[src/rtl/mag_comparator_pipe.sv]
// mag_comparator_pipe: pipelined magnitude comparator resolving CHUNK bits per
// stage, most significant chunk first, with a valid/ready handshake on both sides
// and a saturating counter of delivered "equal" results.
// Optional feature: define MAG_CMP_SIGNED_EN to honour signed_mode (two's-complement
// compare). Without it signed_mode is ignored and all compares are unsigned.
module mag_comparator_pipe #(
    parameter int WIDTH = 16,
    parameter int CHUNK = 4
) (
    input  logic             clk,
    input  logic             rst,
    input  logic [WIDTH-1:0] a,
    input  logic [WIDTH-1:0] b,
    input  logic             signed_mode,
    input  logic             in_valid,
    output logic             in_ready,
    output logic             out_valid,
    input  logic             out_ready,
    output logic             eq,
    output logic             lt,
    output logic             gt,
    input  logic             clr_cnt,
    output logic [15:0]      eq_cnt
);

    localparam int STAGES = WIDTH / CHUNK;
    localparam int LAST   = STAGES - 1;

    typedef enum logic [1:0] {
        CMP_EQ = 2'b00,
        CMP_LT = 2'b01,
        CMP_GT = 2'b10
    } cmp_e;

    // Saturating increment for the equal-result counter.
    function automatic logic [15:0] sat_inc(input logic [15:0] v);
        return (v == 16'hFFFF) ? v : v + 16'd1;
    endfunction

    // The whole pipe moves together whenever the output slot is free or being drained.
    logic advance;
    assign advance  = !out_valid || out_ready;
    assign in_ready = advance && !rst;

    logic [WIDTH-1:0] a_m;
    logic [WIDTH-1:0] b_m;

`ifdef MAG_CMP_SIGNED_EN
    // Flipping both sign bits maps two's-complement order onto unsigned order.
    always_comb begin
        a_m            = a;
        b_m            = b;
        a_m[WIDTH-1]   = a[WIDTH-1] ^ signed_mode;
        b_m[WIDTH-1]   = b[WIDTH-1] ^ signed_mode;
    end
`else
    logic unused_signed_mode;
    assign unused_signed_mode = signed_mode;
    assign a_m = a;
    assign b_m = b;
`endif

    for (genvar s = 0; s < STAGES; s++) begin : g_stage
        // Bits of each operand still unresolved when they enter this stage.
        localparam int REM = WIDTH - s * CHUNK;

        logic           vld_src;
        cmp_e           st_src;
        logic [REM-1:0] a_src;
        logic [REM-1:0] b_src;
        logic           vld_q;
        cmp_e           st_q;
        cmp_e           st_d;

        if (s == 0) begin : g_head
            assign vld_src = in_valid;
            assign st_src  = CMP_EQ;
            assign a_src   = a_m;
            assign b_src   = b_m;
        end else begin : g_tail
            assign vld_src = g_stage[s-1].vld_q;
            assign st_src  = g_stage[s-1].st_q;
            assign a_src   = g_stage[s-1].g_carry.a_q;
            assign b_src   = g_stage[s-1].g_carry.b_q;
        end

        // Resolve this stage's chunk only while the upstream verdict is still EQUAL.
        always_comb begin
            st_d = st_src;
            if (st_src == CMP_EQ) begin
                if (a_src[REM-1 -: CHUNK] < b_src[REM-1 -: CHUNK]) begin
                    st_d = CMP_LT;
                end else if (a_src[REM-1 -: CHUNK] > b_src[REM-1 -: CHUNK]) begin
                    st_d = CMP_GT;
                end
            end
        end

        // ---- stage boundary: valid bit, cleared by reset, advances with the pipe ----
        always_ff @(posedge clk or posedge rst) begin
            if (rst) begin
                vld_q <= 1'b0;
            end else if (advance) begin
                vld_q <= vld_src;
            end
        end

        // Verdict register; meaningful only while vld_q is set, so it needs no reset.
        always_ff @(posedge clk) begin
            if (advance) begin
                st_q <= st_d;
            end
        end

        // Lower, not yet compared bits travel on to the next stage.
        if (REM > CHUNK) begin : g_carry
            logic [REM-CHUNK-1:0] a_q;
            logic [REM-CHUNK-1:0] b_q;

            // Operand carry register, qualified by vld_q.
            always_ff @(posedge clk) begin
                if (advance) begin
                    a_q <= a_src[REM-CHUNK-1:0];
                    b_q <= b_src[REM-CHUNK-1:0];
                end
            end
        end
    end

    assign out_valid = g_stage[LAST].vld_q;
    assign eq        = out_valid && (g_stage[LAST].st_q == CMP_EQ);
    assign lt        = out_valid && (g_stage[LAST].st_q == CMP_LT);
    assign gt        = out_valid && (g_stage[LAST].st_q == CMP_GT);

    logic [15:0] eq_cnt_q;
    logic [15:0] eq_cnt_d;

    // Count delivered equal results; a clear wins over a same-cycle increment.
    always_comb begin
        eq_cnt_d = eq_cnt_q;
        if (clr_cnt) begin
            eq_cnt_d = 16'd0;
        end else if (out_valid && out_ready && eq) begin
            eq_cnt_d = sat_inc(eq_cnt_q);
        end
    end

    // Equal-result counter register.
    always_ff @(posedge clk or posedge rst) begin
        if (rst) begin
            eq_cnt_q <= 16'd0;
        end else begin
            eq_cnt_q <= eq_cnt_d;
        end
    end

    assign eq_cnt = eq_cnt_q;

endmodule

[config.mk]
export PLATFORM = sky130hd
export DESIGN_NAME = mag_comparator_pipe
export DESIGN_NICKNAME = d
export VERILOG_FILES = /design/src/rtl/mag_comparator_pipe.sv
export SDC_FILE = /design/constraint.sdc
export NUM_CORES = 1
export LEC_CHECK = 0
export CAP_MARGIN = 20
export CORE_MARGIN = 3
export CORE_UTILIZATION = 58
export CTS_BUF_LIST = sky130_fd_sc_hd__clkbuf_8
export CTS_CLUSTER_SIZE = 24
export DETAILED_ROUTE_END_ITERATION = 6
export GPL_ROUTABILITY_DRIVEN = 0
export GPL_TIMING_DRIVEN = 0
export PLACE_DENSITY_LB_ADDON = 0.1
export SYNTH_ARGS = -nofsm -noshare
export SYNTH_HDL_FRONTEND = slang
export SYNTH_SLANG_ARGS = --single-unit
[constraint.sdc]
create_clock -name clk -period 14.5 [get_ports clk]
set_clock_uncertainty 0.2 [all_clocks]
set_input_delay 4.35 -clock clk [delete_from_list [all_inputs] [get_ports clk]]
set_output_delay 4.35 -clock clk [all_outputs]
set_load 0.02 [all_outputs]
==> results.cfg, run 1 <==
[status]
outcome = complete, no violations

[finish]
drive_above_1_share_pct = 10.1
n_antenna_cell = 0
finalNetCount = 349
post_synthesis_to_final_layout_area_growth_pct = 26.4
mostFrequentLayoutCells = 56 x sky130_fd_sc_hd__edfxtp_1, 56 x sky130_fd_sc_hd__clkdlybuf4s50_1, 23 x sky130_fd_sc_hd__inv_1
area.sequential_um2 = 2180
fill_cells = 340
multi_input_comb_area_um2 = 958
final_core_utilization_pct = 78.1

[grt]
grt_antenna_before_repair = 0
grt_first_pass_wirelength_um = 9020
grt_pass1_vias = 2023
grt_max_degree = 40
grt.busiest_layer = met2
groute.layer.met3.usage_pct = 5.65
grtUsageTotal_pct = 18.7
grt-ovfl-total = 0
met2_capacity_usage_during_global_routing_pct = 31.5
grt_util_met1_pct = 22.2

[place]
port-buffer-count = 56
dp_hpwl_um = 3780
worst_setup_slack_post_dpl_ns = 3.39

[floorplan]
starting_utilization_of_the_core_area_pct = 61.8
die_area_um2 = 6550
floorplan.io_pins = 59
die-width_um = 80.9
floorplan.rows = 26
core-area_um2 = 5270
die-height_um = 80.9

[cts]
insertion_delay_ns = 0.33
postCtsSetupBuffers = 0
cts.reportedPaths.clkPinSlew_ns = 0.08
cts_num_sinks = 76
tritoncts = yes
cts_htree_levels = 3
cts.path.max_buffers = 2
ctsHoldBuffers = 0
cts.root.buffer_cell = sky130_fd_sc_hd__clkbuf_8
num_cts_buffers = 9
ctsResizeCount = 0

[sta]
max_slew.worst_pin.slew_ns = 0.843
fin_tns_setup_ns = 0
slew-limit-headroom_pct = 43.7
maxSlewViolCount = 0
fmax_mhz = 90.1
timing.final.hold_violations = 0
layout_setup_ws_ns = 3.40
rsz0062_at_grt = no
timing.final.crit_period_ns = 11.10
setup_viol = 0
finalCritPeriodShare_pct = 76.5

[yosys]
synthesis.instances = 226
ys_types = 41
postSynthAreaPerCell_um2 = 14.4
synth_seq_area_share_pct = 67.0
synth_seq_cells = 76
ys.warnings.count = 0
syn_area_um2 = 3260
syn_nets = 281

[drt]
drt_iter0_drc = 114
vias_per_cell = 5.41
drt_drc_violations_left = 0
vias = 1992
first_pass_iters = 4
final_wirelength_um = 5360
postRouteAntennaNets = 0
post_drt_wl_per_cell_um = 14.6

[flow_run]
cap_violations = 0

[worst_setup_path]
critPathTopFamily = buffers and inverters
crit_path_cells = clkdlybuf4s50_1, nand2b_1, clkbuf_2, buf_12, and2_1, clkdlybuf4s50_1
critPathMostFrequentCell = sky130_fd_sc_hd__clkdlybuf4s50_1
required_ns = 9.95
critPathBufInv = 4
cpMaxStageDelayCell = sky130_fd_sc_hd__clkdlybuf4s50_1
path_max_fanout = 39
cp.depth = 6
critical_path_arrival_ns = 6.55
crit_type = input port to primary output
crit_path_max_incr_delay_ns = 0.61
end_kind = primary output
worstRegToRegCells = 4
startpoint_type = input port

[power]
irDropWorstVdd_mv = 0.0967
power.static_leakage_nw = 1.66
power-per-cell-area_nw_per_um2 = 138

[hold_path]
min_delay_path_class = register to register
holdPathStages = 0
## registers in the layout (all words and copies together) (netlist names)
| signal | flops |
|---|---|
| g_stage.vld_q | 3 |
| eq_cnt | 16 |
| g_stage.g_carry.a_q | 24 |
| out_valid | 1 |
| g_stage.g_carry.b_q | 24 |
| g_stage.st_q | 8 |
## stage by stage
step	hold slack, ns	total power [mW]	instance area (um^2)	std cells
after floorplan	0.200	0.378	3260	226
after global placement	0.200	0.413	3910	352
after detailed placement	0.205	0.422	3930	353
after CTS	0.223	0.573	4120	368
after global routing	0.224	0.601	4120	368
final	0.220	0.568	4120	368
## logic make-up (layout without fill, tap and decap cells)
family | Yosys count | count (layout) | share of synthesized area [%]
AND/OR/NAND/NOR | 63 | 63 | 12.9
flip-flops | 76 | 76 | 67.0
buffers and inverters | 28 | 100 | 3.57
XOR/XNOR | 12 | 12 | 3.23
adder cells (fa/ha/maj) | 17 | 17 | 6.53
AO/OA/AOI/OAI | 26 | 26 | 5.38
multiplexers | 4 | 4 | 1.34
## worst paths after layout
kind | start | to | slack (ns)
hold / removal | g_stage[0].g_carry.a_q[2] | g_stage[1].g_carry.a_q[2] | 0.22
max in group asynchronous | rst | eq_cnt[3] | 9.28
setup reg to reg | out_valid | g_stage[1].vld_q | 12.51
setup / recovery | out_ready | in_ready | 3.40
min in group asynchronous | rst | eq_cnt[14] | 4.29
hold reg to reg | g_stage[0].g_carry.a_q[2] | g_stage[1].g_carry.a_q[2] | 0.22
## power by group
part / leakage (nW) / total, mW / switching [mW] / internal, mW
Combinational: 0.749 / 0.105 / 0.0552 / 0.0501
Clock: 0.0873 / 0.151 / 0.0730 / 0.0784
Sequential: 0.829 / 0.311 / 0.0178 / 0.293
## Yosys cell counts, drive strengths merged
master / instances / area (um^2)
edfxtp: 56 / 1680
inv: 23 / 86.3
dfrtp: 20 / 500
ha: 17 / 213
nor2: 17 / 63.8
nand2: 8 / 30.0
o21ai: 8 / 40.0
xor2: 8 / 70.1
nand4: 7 / 58.8
a21oi: 6 / 30.0
nand2b: 6 / 37.5
nand3: 5 / 25.0
nor2b: 4 / 25.0
xnor2: 4 / 35.0
a21o: 3 / 22.5
a41o: 3 / 30.0
buf: 3 / 22.5
mux2: 3 / 33.8
and3: 2 / 12.5
and4: 2 / 20.0
clkbuf: 2 / 7.51
nor3: 2 / 10.0
nor3b: 2 / 20.0
nor4: 2 / 42.5
o31ai: 2 / 15.0
a41oi: 1 / 8.76
and2: 1 / 6.26
and3b: 1 / 8.76
and4b: 1 / 13.8
and4bb: 1 / 12.5
mux2i: 1 / 10.0
nand4bb: 1 / 11.3
nor4b: 1 / 23.8
o2111a: 1 / 11.3
o311ai: 1 / 8.76
o41ai: 1 / 8.76
## per-layer routing
metal  vias to the layer above  wire length, um  share of wire (%)
met5                         -                0                  0
met4                         0               82                1.5
met3                         9              302                5.6
met2                        58             2740                 51
met1                       970             2230                 42
li1                        955                -                  -
## area by class of cell
type	instances	share of cell area, %
timing repair buffer	57	14.1
sequential	76	53.0
clock inverter	6	1.61
multi-input combinational	122	23.3
tap	70	2.13
inverter	23	2.10
buffer	5	0.760
clock buffer	9	3.01
(Power assumes the default switching activity.)
==> inputs of run 2 (changes only) <==
- CORE_UTILIZATION: 58 -> 49
- clock period: 14.5 -> 8.9 ns (I/O delays scaled with it)
==> run 2 against run 1 <==
- hold slack worse by 0.0036 ns
- via count down 3.3%
- critical path depth unchanged
- total power up 72%
- sequential share of layout area down 0.70 points
- clock power up 100%
- non-clock buffer count unchanged
- worst setup slack worse by 2.3 ns
- combinational power up 59%
- sequential cell count unchanged
- largest cell class unchanged
- largest power group unchanged
==> results.cfg, run 2 (same netlist as run 1, synthesis figures left out) <==
[power]
power.static_leakage_nw = 1.70
p_clk_share_pct = 31.4
p_sw_uw = 233
power.share.switching_pct = 23.9
p_int_uw = 743
power-per-cell-area_nw_per_um2 = 234
power_frac_seq_pct = 51.5
comb_power_share_pct = 17.1
irDropWorstVdd_mv = 0.202

[grt]
grt_max_degree = 35
grt_antenna_before_repair = 0
grt_first_pass_wirelength_um = 8310
grt-ovfl-total = 0
grtUsageTotal_pct = 14.3
grt_pass1_vias = 1813

[worst_setup_path]
critical_path_arrival_ns = 4.92
crit_type = input port to primary output
required_ns = 6.03
path_max_fanout = 34
startpoint_type = input port
end_kind = primary output

[finish]
mostFrequentLayoutCells = 56 x sky130_fd_sc_hd__edfxtp_1, 56 x sky130_fd_sc_hd__clkdlybuf4s50_1, 23 x sky130_fd_sc_hd__inv_1
drive_above_1_share_pct = 10.1
n_antenna_cell = 0
post_synthesis_to_final_layout_area_growth_pct = 28.1
finalNetCount = 349
postLayoutCellArea_um2 = 4170
post_layout_nonfiller_instances = 375

[sta]
rsz0062_at_grt = no
max_slew.worst_pin.slew_ns = 0.838
slew-limit-headroom_pct = 44.1
timing.final.hold_violations = 0
maxSlewViolCount = 0
timing.final.crit_period_ns = 7.79
fin_tns_setup_ns = 0
setup_viol = 0
timing.hold.ws_ns = 0.217
fmax_mhz = 128
finalCritPeriodShare_pct = 87.5

[drt]
drt_drc_violations_left = 0
vias_per_cell = 5.14
first_pass_iters = 4
wl_met3_um = 225
route.layer.met1.wl_um = 2230
post_drt_wl_per_cell_um = 13.3
drt_iter0_drc = 62
vias = 1926
routed-wl-met2_um = 2410
maxUsedRoutingLayer = met4
final_wirelength_um = 4980
postRouteAntennaNets = 0

[place]
dp_hpwl_um = 3570
port-buffer-count = 56
postPlaceCellArea_um2 = 3940
post-place-cells = 360

[floorplan]
die-height_um = 87.5
floorplan.rows = 29
core-area_um2 = 6390
die-width_um = 87.5
starting_utilization_of_the_core_area_pct = 51.0
die_area_um2 = 7660
floorplan.io_pins = 59

[flow_run]
cap_violations = 0

[cts]
num_cts_buffers = 9
cts_htree_levels = 3
cts.root.buffer_cell = sky130_fd_sc_hd__clkbuf_8
insertion_delay_ns = 0.33
ctsResizeCount = 0
ctsHoldBuffers = 0
tritoncts = yes
cts.path.max_buffers = 2
postCtsSetupBuffers = 0
cts_num_sinks = 76
cts.reportedPaths.clkPinSlew_ns = 0.07

[hold_path]
min_delay_path_class = register to register

[status]
outcome = complete, no violations
## run 2: per-stage QoR
| step | setup slack, ns | util (%) | total power [mW] |
|---|---|---|---|
| after floorplan | 1.19 | - | 0.616 |
| after global placement | -0.423 | 61.3 | 0.676 |
| after detailed placement | 1.07 | 61.6 | 0.683 |
| after CTS | 1.06 | 65.3 | 0.991 |
| after global routing | 0.956 | 65.3 | 1.04 |
| final | 1.11 | 65.3 | 0.977 |
## run 2: worst paths after layout
path                                           start                   endpoint  slack (ns)  depth (start not counted)
setup / recovery                           out_ready                   in_ready        1.11                          6
hold / removal             g_stage[1].g_carry.b_q[0]  g_stage[2].g_carry.b_q[0]        0.22                          0
setup reg to reg                           out_valid           g_stage[1].vld_q        6.86                          4
hold reg to reg            g_stage[1].g_carry.b_q[0]  g_stage[2].g_carry.b_q[0]        0.22                          0
max in group asynchronous                        rst                  out_valid        5.36                          2
min in group asynchronous                        rst                 eq_cnt[14]        2.61                          2
## run 2: power by group through the flow
stage          combinational [mW]  clock, mW  sequential (mW)
2_1_floorplan               0.106          0            0.511
4_1_cts                     0.172      0.315            0.504
6_report                    0.167      0.307            0.503
3_3_place_gp                0.162          0            0.514
5_1_grt                     0.193      0.330            0.512
3_5_place_dp                0.171          0            0.511
## run 2: critical path, stage by stage
cell and delay [ns]:
sky130_fd_sc_hd__clkdlybuf4s50_1 0.51, sky130_fd_sc_hd__nand2b_1 0.12, sky130_fd_sc_hd__clkbuf_2 0.55, sky130_fd_sc_hd__buf_12 0.28
sky130_fd_sc_hd__and2_1 0.17, sky130_fd_sc_hd__clkdlybuf4s50_1 0.61
## run 2: final cells by class
type | instances | area (um^2)
Buffer | 5 | 31.3
Clock buffer | 9 | 124
Clock inverter | 6 | 113
Fill cell | 507 | 2210
Inverter | 23 | 86.3
Multi-Input combinational cell | 122 | 958
Sequential cell | 76 | 2180
Tap cell | 77 | 96.3
Timing Repair Buffer | 57 | 581
## run 2: routing by layer
layer  vias up  GRT usage [%]
met5         -              0
met4         0           7.95
met3        10           3.69
met2        52           22.1
met1       907           18.4
li1        957              -
